## src/rtl/argo_chan_pkg.sv

```systemverilog
// Shared definitions for the Argo channel endpoints (receiver and sender).
package argo_chan_pkg;

  localparam int unsigned DEFAULT_DATA_WIDTH = 32;
  localparam int unsigned DEFAULT_CNT_WIDTH  = 16;
  localparam int unsigned FIFO_RD_LAT        = 1;

  typedef enum logic [2:0] {
    ST_IDLE = 3'd0,
    ST_WAIT = 3'd1,
    ST_READ = 3'd2,
    ST_CAPT = 3'd3,
    ST_DONE = 3'd4
  } chan_state_e;

  function automatic logic state_busy(input chan_state_e st);
    return (st != ST_IDLE);
  endfunction

endpackage

```

## src/rtl/argo_chan_recv_if.sv

```systemverilog
// Bundle of the control-side handshake and the argo_fifo read port of a channel receiver.
interface argo_chan_recv_if
  import argo_chan_pkg::*;
#(
  parameter int unsigned DATA_WIDTH = DEFAULT_DATA_WIDTH,
  parameter int unsigned CNT_WIDTH  = DEFAULT_CNT_WIDTH
);

  logic                  recv_req;
  logic                  recv_try;
  logic                  chan_closed;
  logic                  recv_done;
  logic                  recv_ok;
  logic [DATA_WIDTH-1:0] recv_data;
  logic                  busy;
  logic                  fifo_rd_en;
  logic [DATA_WIDTH-1:0] fifo_rd_data;
  logic                  fifo_empty;
  logic                  err_overlap;
  logic [CNT_WIDTH-1:0]  recv_count;
  logic [CNT_WIDTH-1:0]  stall_count;

  modport slave (
    input  recv_req, recv_try, chan_closed, fifo_rd_data, fifo_empty,
    output recv_done, recv_ok, recv_data, busy, fifo_rd_en,
           err_overlap, recv_count, stall_count
  );

  modport master (
    output recv_req, recv_try, chan_closed, fifo_rd_data, fifo_empty,
    input  recv_done, recv_ok, recv_data, busy, fifo_rd_en,
           err_overlap, recv_count, stall_count
  );

endinterface

```

## src/rtl/argo_chan_recv.sv

```systemverilog
// Receive endpoint of an Argo channel: converts a control-bit receive into a single
// argo_fifo read and returns a one-cycle completion pulse with the captured value.
module argo_chan_recv
  import argo_chan_pkg::*;
#(
  parameter int unsigned DATA_WIDTH = DEFAULT_DATA_WIDTH,
  parameter int unsigned CNT_WIDTH  = DEFAULT_CNT_WIDTH,
  parameter int unsigned CHAN_ID    = 0
) (
  input  logic            clk,
  input  logic            rst,
  argo_chan_recv_if.slave bus
);

  chan_state_e           state_q, state_d;
  logic                  req_s, try_s, any_req_s;

  logic                  done_q, done_d;
  logic                  ok_q, ok_d;
  logic [DATA_WIDTH-1:0] data_q, data_d;
  logic                  busy_q, busy_d;
  logic                  rd_en_q, rd_en_d;
  logic                  err_q, err_d;
  logic [CNT_WIDTH-1:0]  rcnt_q, rcnt_d;
  logic [CNT_WIDTH-1:0]  stall_q, stall_d;

  logic                  unused_chan_id_s;
  assign unused_chan_id_s = (CHAN_ID != 32'd0);

  // A simultaneous try is folded into the blocking request.
  assign req_s     = bus.recv_req;
  assign try_s     = bus.recv_try & ~bus.recv_req;
  assign any_req_s = bus.recv_req | bus.recv_try;

  // State register.
  always_ff @(posedge clk or posedge rst) begin
    if (rst) begin
      state_q <= ST_IDLE;
    end else begin
      state_q <= state_d;
    end
  end

  // Next-state logic; fifo_empty is deliberately ignored in READ and CAPT.
  always_comb begin
    state_d = state_q;
    case (state_q)
      ST_IDLE: begin
        if (req_s) begin
          if (!bus.fifo_empty) begin
            state_d = ST_READ;
          end else if (bus.chan_closed) begin
            state_d = ST_DONE;
          end else begin
            state_d = ST_WAIT;
          end
        end else if (try_s) begin
          if (!bus.fifo_empty) begin
            state_d = ST_READ;
          end else begin
            state_d = ST_DONE;
          end
        end else begin
          state_d = ST_IDLE;
        end
      end
      ST_WAIT: begin
        if (!bus.fifo_empty) begin
          state_d = ST_READ;
        end else if (bus.chan_closed) begin
          state_d = ST_DONE;
        end else begin
          state_d = ST_WAIT;
        end
      end
      ST_READ: state_d = ST_CAPT;
      ST_CAPT: state_d = ST_DONE;
      ST_DONE: state_d = ST_IDLE;
      default: state_d = ST_IDLE;
    endcase
  end

  // Output next-values; every output is registered so it lines up with state_q.
  always_comb begin
    rd_en_d = (state_d == ST_READ);
    done_d  = (state_d == ST_DONE);
    busy_d  = state_busy(state_d);

    if (state_q == ST_CAPT) begin
      ok_d   = 1'b1;
      data_d = bus.fifo_rd_data;
    end else if (state_d == ST_DONE) begin
      ok_d   = 1'b0;
      data_d = '0;
    end else begin
      ok_d   = ok_q;
      data_d = data_q;
    end

    if ((req_s && bus.recv_try) || (busy_q && any_req_s)) begin
      err_d = 1'b1;
    end else begin
      err_d = err_q;
    end

    if ((state_q == ST_DONE) && ok_q) begin
      rcnt_d = rcnt_q + CNT_WIDTH'(1);
    end else begin
      rcnt_d = rcnt_q;
    end

    // Stall counter saturates rather than wrapping.
    if ((state_q == ST_WAIT) && (stall_q != {CNT_WIDTH{1'b1}})) begin
      stall_d = stall_q + CNT_WIDTH'(1);
    end else begin
      stall_d = stall_q;
    end
  end

  // Output and statistics registers.
  always_ff @(posedge clk or posedge rst) begin
    if (rst) begin
      done_q  <= 1'b0;
      ok_q    <= 1'b0;
      data_q  <= '0;
      busy_q  <= 1'b0;
      rd_en_q <= 1'b0;
      err_q   <= 1'b0;
      rcnt_q  <= '0;
      stall_q <= '0;
    end else begin
      done_q  <= done_d;
      ok_q    <= ok_d;
      data_q  <= data_d;
      busy_q  <= busy_d;
      rd_en_q <= rd_en_d;
      err_q   <= err_d;
      rcnt_q  <= rcnt_d;
      stall_q <= stall_d;
    end
  end

  assign bus.recv_done   = done_q;
  assign bus.recv_ok     = ok_q;
  assign bus.recv_data   = data_q;
  assign bus.busy        = busy_q;
  assign bus.fifo_rd_en  = rd_en_q;
  assign bus.err_overlap = err_q;
  assign bus.recv_count  = rcnt_q;
  assign bus.stall_count = stall_q;

endmodule

```

## src/flat_wrapper.sv

```systemverilog
// flat-port wrapper written by rule: the top's interface ports become plain ports
module argo_chan_recv_flat import argo_chan_pkg::*;
#(
  parameter int unsigned DATA_WIDTH = DEFAULT_DATA_WIDTH,
  parameter int unsigned CNT_WIDTH  = DEFAULT_CNT_WIDTH,
  parameter int unsigned CHAN_ID    = 0
)
  (clk, rst, bus_recv_req, bus_recv_try, bus_chan_closed, bus_fifo_rd_data, bus_fifo_empty, bus_recv_done, bus_recv_ok, bus_recv_data, bus_busy, bus_fifo_rd_en, bus_err_overlap, bus_recv_count, bus_stall_count);
  argo_chan_recv_if #(.DATA_WIDTH(DATA_WIDTH), .CNT_WIDTH(CNT_WIDTH)) bus_i ();
  input  logic clk;
  input  logic rst;
  input wire logic [$bits(bus_i.recv_req)-1:0] bus_recv_req;
  input wire logic [$bits(bus_i.recv_try)-1:0] bus_recv_try;
  input wire logic [$bits(bus_i.chan_closed)-1:0] bus_chan_closed;
  input wire logic [$bits(bus_i.fifo_rd_data)-1:0] bus_fifo_rd_data;
  input wire logic [$bits(bus_i.fifo_empty)-1:0] bus_fifo_empty;
  output wire logic [$bits(bus_i.recv_done)-1:0] bus_recv_done;
  output wire logic [$bits(bus_i.recv_ok)-1:0] bus_recv_ok;
  output wire logic [$bits(bus_i.recv_data)-1:0] bus_recv_data;
  output wire logic [$bits(bus_i.busy)-1:0] bus_busy;
  output wire logic [$bits(bus_i.fifo_rd_en)-1:0] bus_fifo_rd_en;
  output wire logic [$bits(bus_i.err_overlap)-1:0] bus_err_overlap;
  output wire logic [$bits(bus_i.recv_count)-1:0] bus_recv_count;
  output wire logic [$bits(bus_i.stall_count)-1:0] bus_stall_count;
  assign bus_i.recv_req = bus_recv_req;
  assign bus_i.recv_try = bus_recv_try;
  assign bus_i.chan_closed = bus_chan_closed;
  assign bus_i.fifo_rd_data = bus_fifo_rd_data;
  assign bus_i.fifo_empty = bus_fifo_empty;
  assign bus_recv_done = bus_i.recv_done;
  assign bus_recv_ok = bus_i.recv_ok;
  assign bus_recv_data = bus_i.recv_data;
  assign bus_busy = bus_i.busy;
  assign bus_fifo_rd_en = bus_i.fifo_rd_en;
  assign bus_err_overlap = bus_i.err_overlap;
  assign bus_recv_count = bus_i.recv_count;
  assign bus_stall_count = bus_i.stall_count;
  argo_chan_recv #(.DATA_WIDTH(DATA_WIDTH), .CNT_WIDTH(CNT_WIDTH), .CHAN_ID(CHAN_ID)) u_core (.clk(clk), .rst(rst), .bus(bus_i));
endmodule
```

## config.mk

```make
export PLATFORM = sky130hd
export DESIGN_NAME = argo_chan_recv_flat
export DESIGN_NICKNAME = d
export VERILOG_FILES = /design/src/rtl/argo_chan_pkg.sv /design/src/rtl/argo_chan_recv_if.sv /design/src/rtl/argo_chan_recv.sv /design/src/flat_wrapper.sv
export SDC_FILE = /design/constraint.sdc
export NUM_CORES = 1
export LEC_CHECK = 0
export CAP_MARGIN = 20
export CORE_MARGIN = 10
export CORE_UTILIZATION = 42
export CTS_BUF_LIST = sky130_fd_sc_hd__clkbuf_8
export CTS_CLUSTER_DIAMETER = 60
export DETAILED_ROUTE_END_ITERATION = 10
export GPL_TIMING_DRIVEN = 0
export PLACE_DENSITY = 0.79
export SLEW_MARGIN = 20
export SYNTH_ARGS = -nofsm -noshare
export SYNTH_HDL_FRONTEND = slang
export SYNTH_SLANG_ARGS = --single-unit
```

## constraint.sdc

```tcl
create_clock -name clk -period 2.2 [get_ports clk]
set_input_delay 0.44 -clock clk [delete_from_list [all_inputs] [get_ports clk]]
set_output_delay 0.44 -clock clk [all_outputs]
set_load 0.01 [all_outputs]
```

# Word level (Yosys, flattened, before mapping)

Index checks and enable logic that the tools add are counted.

Register bits: 72
Input bits: 38
Output and inout bits: 69
Word-level logic and storage cells: 39

$add $sub $neg: 2
Equal/unequal tests: 7
Multiplexer cells: 10
Bitwise logic cells: 3
Reduce and logical (&&, ||, !) cells: 8

Operators with widths:

| cell                                           | number |
|---|---|
| two-way mux 32 bit                             | 2 |
| adder 16 x 1 -> 16 bit (second input constant) | 2 |
| != test 16 bit (second input constant)         | 1 |
| two-way mux 3 bit                              | 5 |
| one-hot mux 3 bit (4 select lines)             | 1 |
| == test 3 x 2 -> 1 bit (second input constant) | 3 |
| == test 3 bit (second input constant)          | 2 |
| logical AND 1 bit                              | 4 |
| == test 3 x 1 -> 1 bit (second input constant) | 1 |
| zero test 3 bit                                | 1 |
| nonzero test 3 bit                             | 1 |
| two-way mux 1 bit                              | 2 |
| nonzero test 2 bit                             | 1 |
| AND 1 bit                                      | 1 |
| logical OR 1 bit                               | 1 |
| inverter 1 bit                                 | 1 |
| bitwise OR 1 bit                               | 1 |

# Depth between registers and ports, before layout

Word-level depth: 8
Mapped depth: 6
Mapped depth without buffers: 5

# Worst setup path after synthesis

Ideal clock, no wire load.

Path type: register -> register
From: register u_core.state_q[2]
To: register u_core.stall_q[15] (netlist: u_core.bus.stall_count[15])
Library setup time: 0.125 ns
Arrival: 1.860 ns
Required time: 2.075 ns
Path slack: 0.215 ns
Stages on the path, launching flop included: 6
Buffers on the path: 1
Period minus slack after synthesis: 1.985 ns
Cells stage by stage: dfrtp_1 -> buf_4 -> or3b_4 -> or4_4 -> nor2_1 -> mux2_2

Cells in the longest elaborated chain, start to end: 2

RTL lines:

| what                   | line                  | source |
|---|---|---|
| from (decl)            | argo_chan_recv.sv:15  | `chan_state_e state_q, state_d;` |
| from (signal assigned) | argo_chan_recv.sv:40  | `state_q <= state_d;` |
| == test 3 x 1 -> 1 bit | argo_chan_recv.sv:113 | `if ((state_q == ST_WAIT) && (stall_q != {CNT_WIDTH{1'b1}})) begin` |
| logical AND 1 bit      | argo_chan_recv.sv:113 |  |
| to (signal assigned)   | argo_chan_recv.sv:139 | `stall_q <= stall_d;` |
| to (decl)              | argo_chan_recv.sv:25  | `logic [CNT_WIDTH-1:0] stall_q, stall_d;` |

Every way passes these cells.
A chain may end at the register's enable or synchronous reset.

# Worst setup path after layout

Ends and elaborated chain as after synthesis.

==> impl_metrics.csv <==
group,metric,value,unit
global_route,overflow,0,
drt,postRouteAntennaNets,0,
logic_synthesis,synth-compound-area-share,13.18,%
run,drv_cap,0,
logic_synthesis,syn-num-nets,291,
clock_network,cts_tree,"yes",
logic_synthesis,async_flop_share,100.0,%
timing,tightest_slew,0.6907,ns
global_route,grt_antenna_before_repair,0,
layout,area_growth,49.94,%
worst_setup_path,cp_max_fo,10,
pwr,pwr-share-clk,25.5,%
pwr,comb_power_share,36.8,%
timing,setup_viol,0,
logic_synthesis,yosys_register_bits,72,
timing,slew_headroom,53.86,%
clock_network,cts.sinks,72,
drt,vias,2434,
drt,initialDrtViolationCount,79,
die,dieArea,0.01095,mm^2
placement,dp_hpwl,6035,um
logic_synthesis,yosysWarnings,0,
logic_synthesis,synth-main-ff-cell,"dfrtp_1",
pwr,cell_internal_pwr,3.740,mW
layout,final_area,0.004512,mm^2
logic_synthesis,muxShareOfSynthArea,1.414,%
logic_synthesis,synthSimpleGateAreaFrac,14.97,%
drt,first_pass_iters,4,
logic_synthesis,ys_seq_area_share,59.88,%
logic_synthesis,synth_adder_area_share,0.8316,%
pwr,power_switching,1.671,mW
pwr,seq_power_share,37.7,%
clock_network,cts_max_level,3,
clock_network,cts_buffers,9,
logic_synthesis,synth_area,0.003009,mm^2
placement,gp_congestion,0.8344,
pwr,ir_drop,0.8157,mV
layout,final_cells,471,
worst_setup_path,cp.required,2.43,ns
layout,diodes,0,
pwr,power.density,1199,mW/mm^2
drt,wl,7857,um
layout,drive_gt1_share,9.067,%
global_route,use_met2,22.11,%
worst_setup_path,worstSetupEndpointType,"flip-flop",
timing,rsz0062_at_grt,"no",
clock_network,clk_latency,0.34,ns
layout,layout_commonest_cell,"clkdlybuf4s50_1",
logic_synthesis,syn_avg_cell_area,11.99,um^2
run_status,run_status,"finished, final reports clean",
pwr,leakagePower,1.955,nW
global_route,use_met3,7.985,%
placement,io_buffers,106,
pwr,switching_share,30.87,%
die,row_count,30,
logic_synthesis,synthXorXnorAreaFrac,6.694,%
layout,final_cell_mix,"106 x clkdlybuf4s50_1, 72 x dfrtp_1, 32 x a22o_1",
global_route,grtUsageMet1,15.98,%
timing,fin_crit_sh,94.21,%
clock_network,cts_hold_buf,0,
hold_path,holdCritPathClass,"input port to async pin",
die,dieHeight,104.6,um
die,core-area,0.006869,mm^2
worst_setup_path,critPathKind,"flip-flop to flip-flop",
timing,worst_slack,0.1274,ns
clock_network,cts_root_buffer,"clkbuf_8",
drt,drc,0,
layout,nNetsFinal,410,
die,die_w,104.6,um
worst_setup_path,crit_path_start_kind,"flip-flop",
global_route,grtUsageTotal,14.25,%
logic_synthesis,synthCells,251,
timing,slew_violations,0,
timing,hold_viol,0,
placement,dp_slack,-0.2887,ns
die,ioPinCount,107,
global_route,grt_busiest_layer,"met2",
timing,fin_crit,2.073,ns
logic_synthesis,synthDistinctLibCells,38,
drt,viasPerCell,5.168,
logic_synthesis,synth_edf_count,0,
logic_synthesis,synth_top_family_by_area,"simple AND/OR/NAND/NOR gates",
clock_network,clockBufferDepth,2,
global_route,grt_max_degree,35,
placement,dp.cells,455,
drt,wl_per_cell,16.68,um
clock_network,clkTransAtPathRegs,0.08,ns
timing,whs,0.4096,ns
timing,fin_skew,0.008761,ns
die,initial_utilization,43.81,%
placement,dpl_cell_area,0.004234,mm^2
global_route,grt_pass1_wl,12920,um
global_route,grt_pass1_vias,2541,
timing,max_freq,482.5,MHz
pwr,power,5.411,mW
worst_setup_path,cp.arrival,2.30,ns
[power by group through the flow]
stage | sequential [mW] | clock (mW) | combinational (mW)
floorplan | 2.20 | 0 | 0.725
global placement | 2.04 | 0 | 1.96
detailed placement | 2.04 | 0 | 2.02
CTS | 2.04 | 1.40 | 2.02
global route | 2.10 | 1.46 | 2.17
finish | 2.04 | 1.38 | 1.99
[area by class of cell]
class                   count  area, um^2
repair buffers            108        1101
clock buffers               9       123.9
well taps                  96       120.1
inverters                   9       37.54
fillers                   524        2357
multi-input cells         158        1126
flip-flops and latches     72        1802
clock inverters             7       143.9
plain buffers              12       57.56
[final timing paths]
path	from	to	slack [ns]	depth (start not counted)
max reg2reg	u_core.state_q[2]	u_core.bus.stall_count[15]	0.13	5
max	u_core.state_q[2]	u_core.bus.stall_count[15]	0.13	5
min reg2reg	u_core.bus.recv_count[15]	u_core.bus.recv_count[15]	0.48	1
min in group clk	u_core.bus.recv_count[15]	u_core.bus.recv_count[15]	0.48	1
min	rst	u_core.bus.stall_count[0]	0.41	2
max in group asynchronous	rst	u_core.bus.recv_data[25]	1.33	3
[stage by stage]
stage / TNS [ns] / util, %
2_1_floorplan: 0 / -
3_3_place_gp: -7.440 / 61.06
3_5_place_dp: -8.003 / 61.64
4_1_cts: 0 / 65.54
5_1_grt: 0 / 65.68
6_report: 0 / 65.68
[routing by layer]
layer	wire, um	share of wire (%)
met2	3647	46
met3	880	11
met5	0	0
met4	70	0.89
met1	3258	41
[kinds of logic (layout without fill, tap and decap cells)]
| group | after synthesis | in the layout |
|---|---|---|
| AND/OR/NAND/NOR | 79 | 79 |
| flip-flops | 72 | 72 |
| AO/OA/AOI/OAI | 50 | 50 |
| XOR/XNOR | 23 | 23 |
| buffers and inverters | 21 | 145 |
| multiplexers | 4 | 4 |
| adder cells (fa/ha/maj) | 2 | 2 |
[what timing repair did]
| item | in CTS | in global routing |
|---|---|---|
| endpoints found under the setup margin | 0 | 28 |
| gates resized for setup | 0 | 2 |
| buffers inserted | 0 | 0 |
| endpoints found under the hold margin | 0 | 0 |
[sequential cells by signal, indices dropped and copies added (netlist names)]
register                count
u_core.state_q              3
u_core.bus.stall_count     16
u_core.bus.recv_data       32
u_core.bus.recv_ok          1
u_core.bus.err_overlap      1
u_core.bus.recv_done        1
u_core.bus.busy             1
u_core.bus.fifo_rd_en       1
u_core.bus.recv_count      16
[cells in the mapped netlist, drive strengths merged (2+ instances only)]
library cell	count	area [um^2]
a21oi	6	30.03
a22o	32	280.3
and2	2	12.51
and3	2	12.51
and4	2	17.52
buf	3	23.77
clkbuf	9	33.78
dfrtp	72	1802
ha	2	25.02
inv	9	33.78
mux2	2	22.52
mux2i	2	20.02
nand2	16	60.06
nand3	9	45.04
nand4	12	75.07
nor2	12	45.04
nor3	7	45.04
nor3b	4	30.03
nor4	4	25.02
o21a	2	15.01
o21ai	5	25.02
o21bai	2	15.01
or2	2	12.51
or4	2	18.77
or4b	2	20.02
xnor2	13	113.9
xor2	10	87.58
[worst max-delay path: stages, from the launching register on]
cell and delay, ns:
dfrtp_1 0.37, buf_4 0.16, or3b_4 0.41, or4_4 0.58, nor2_1 0.12, mux2_2 0.33
(Power assumes the default switching activity.)
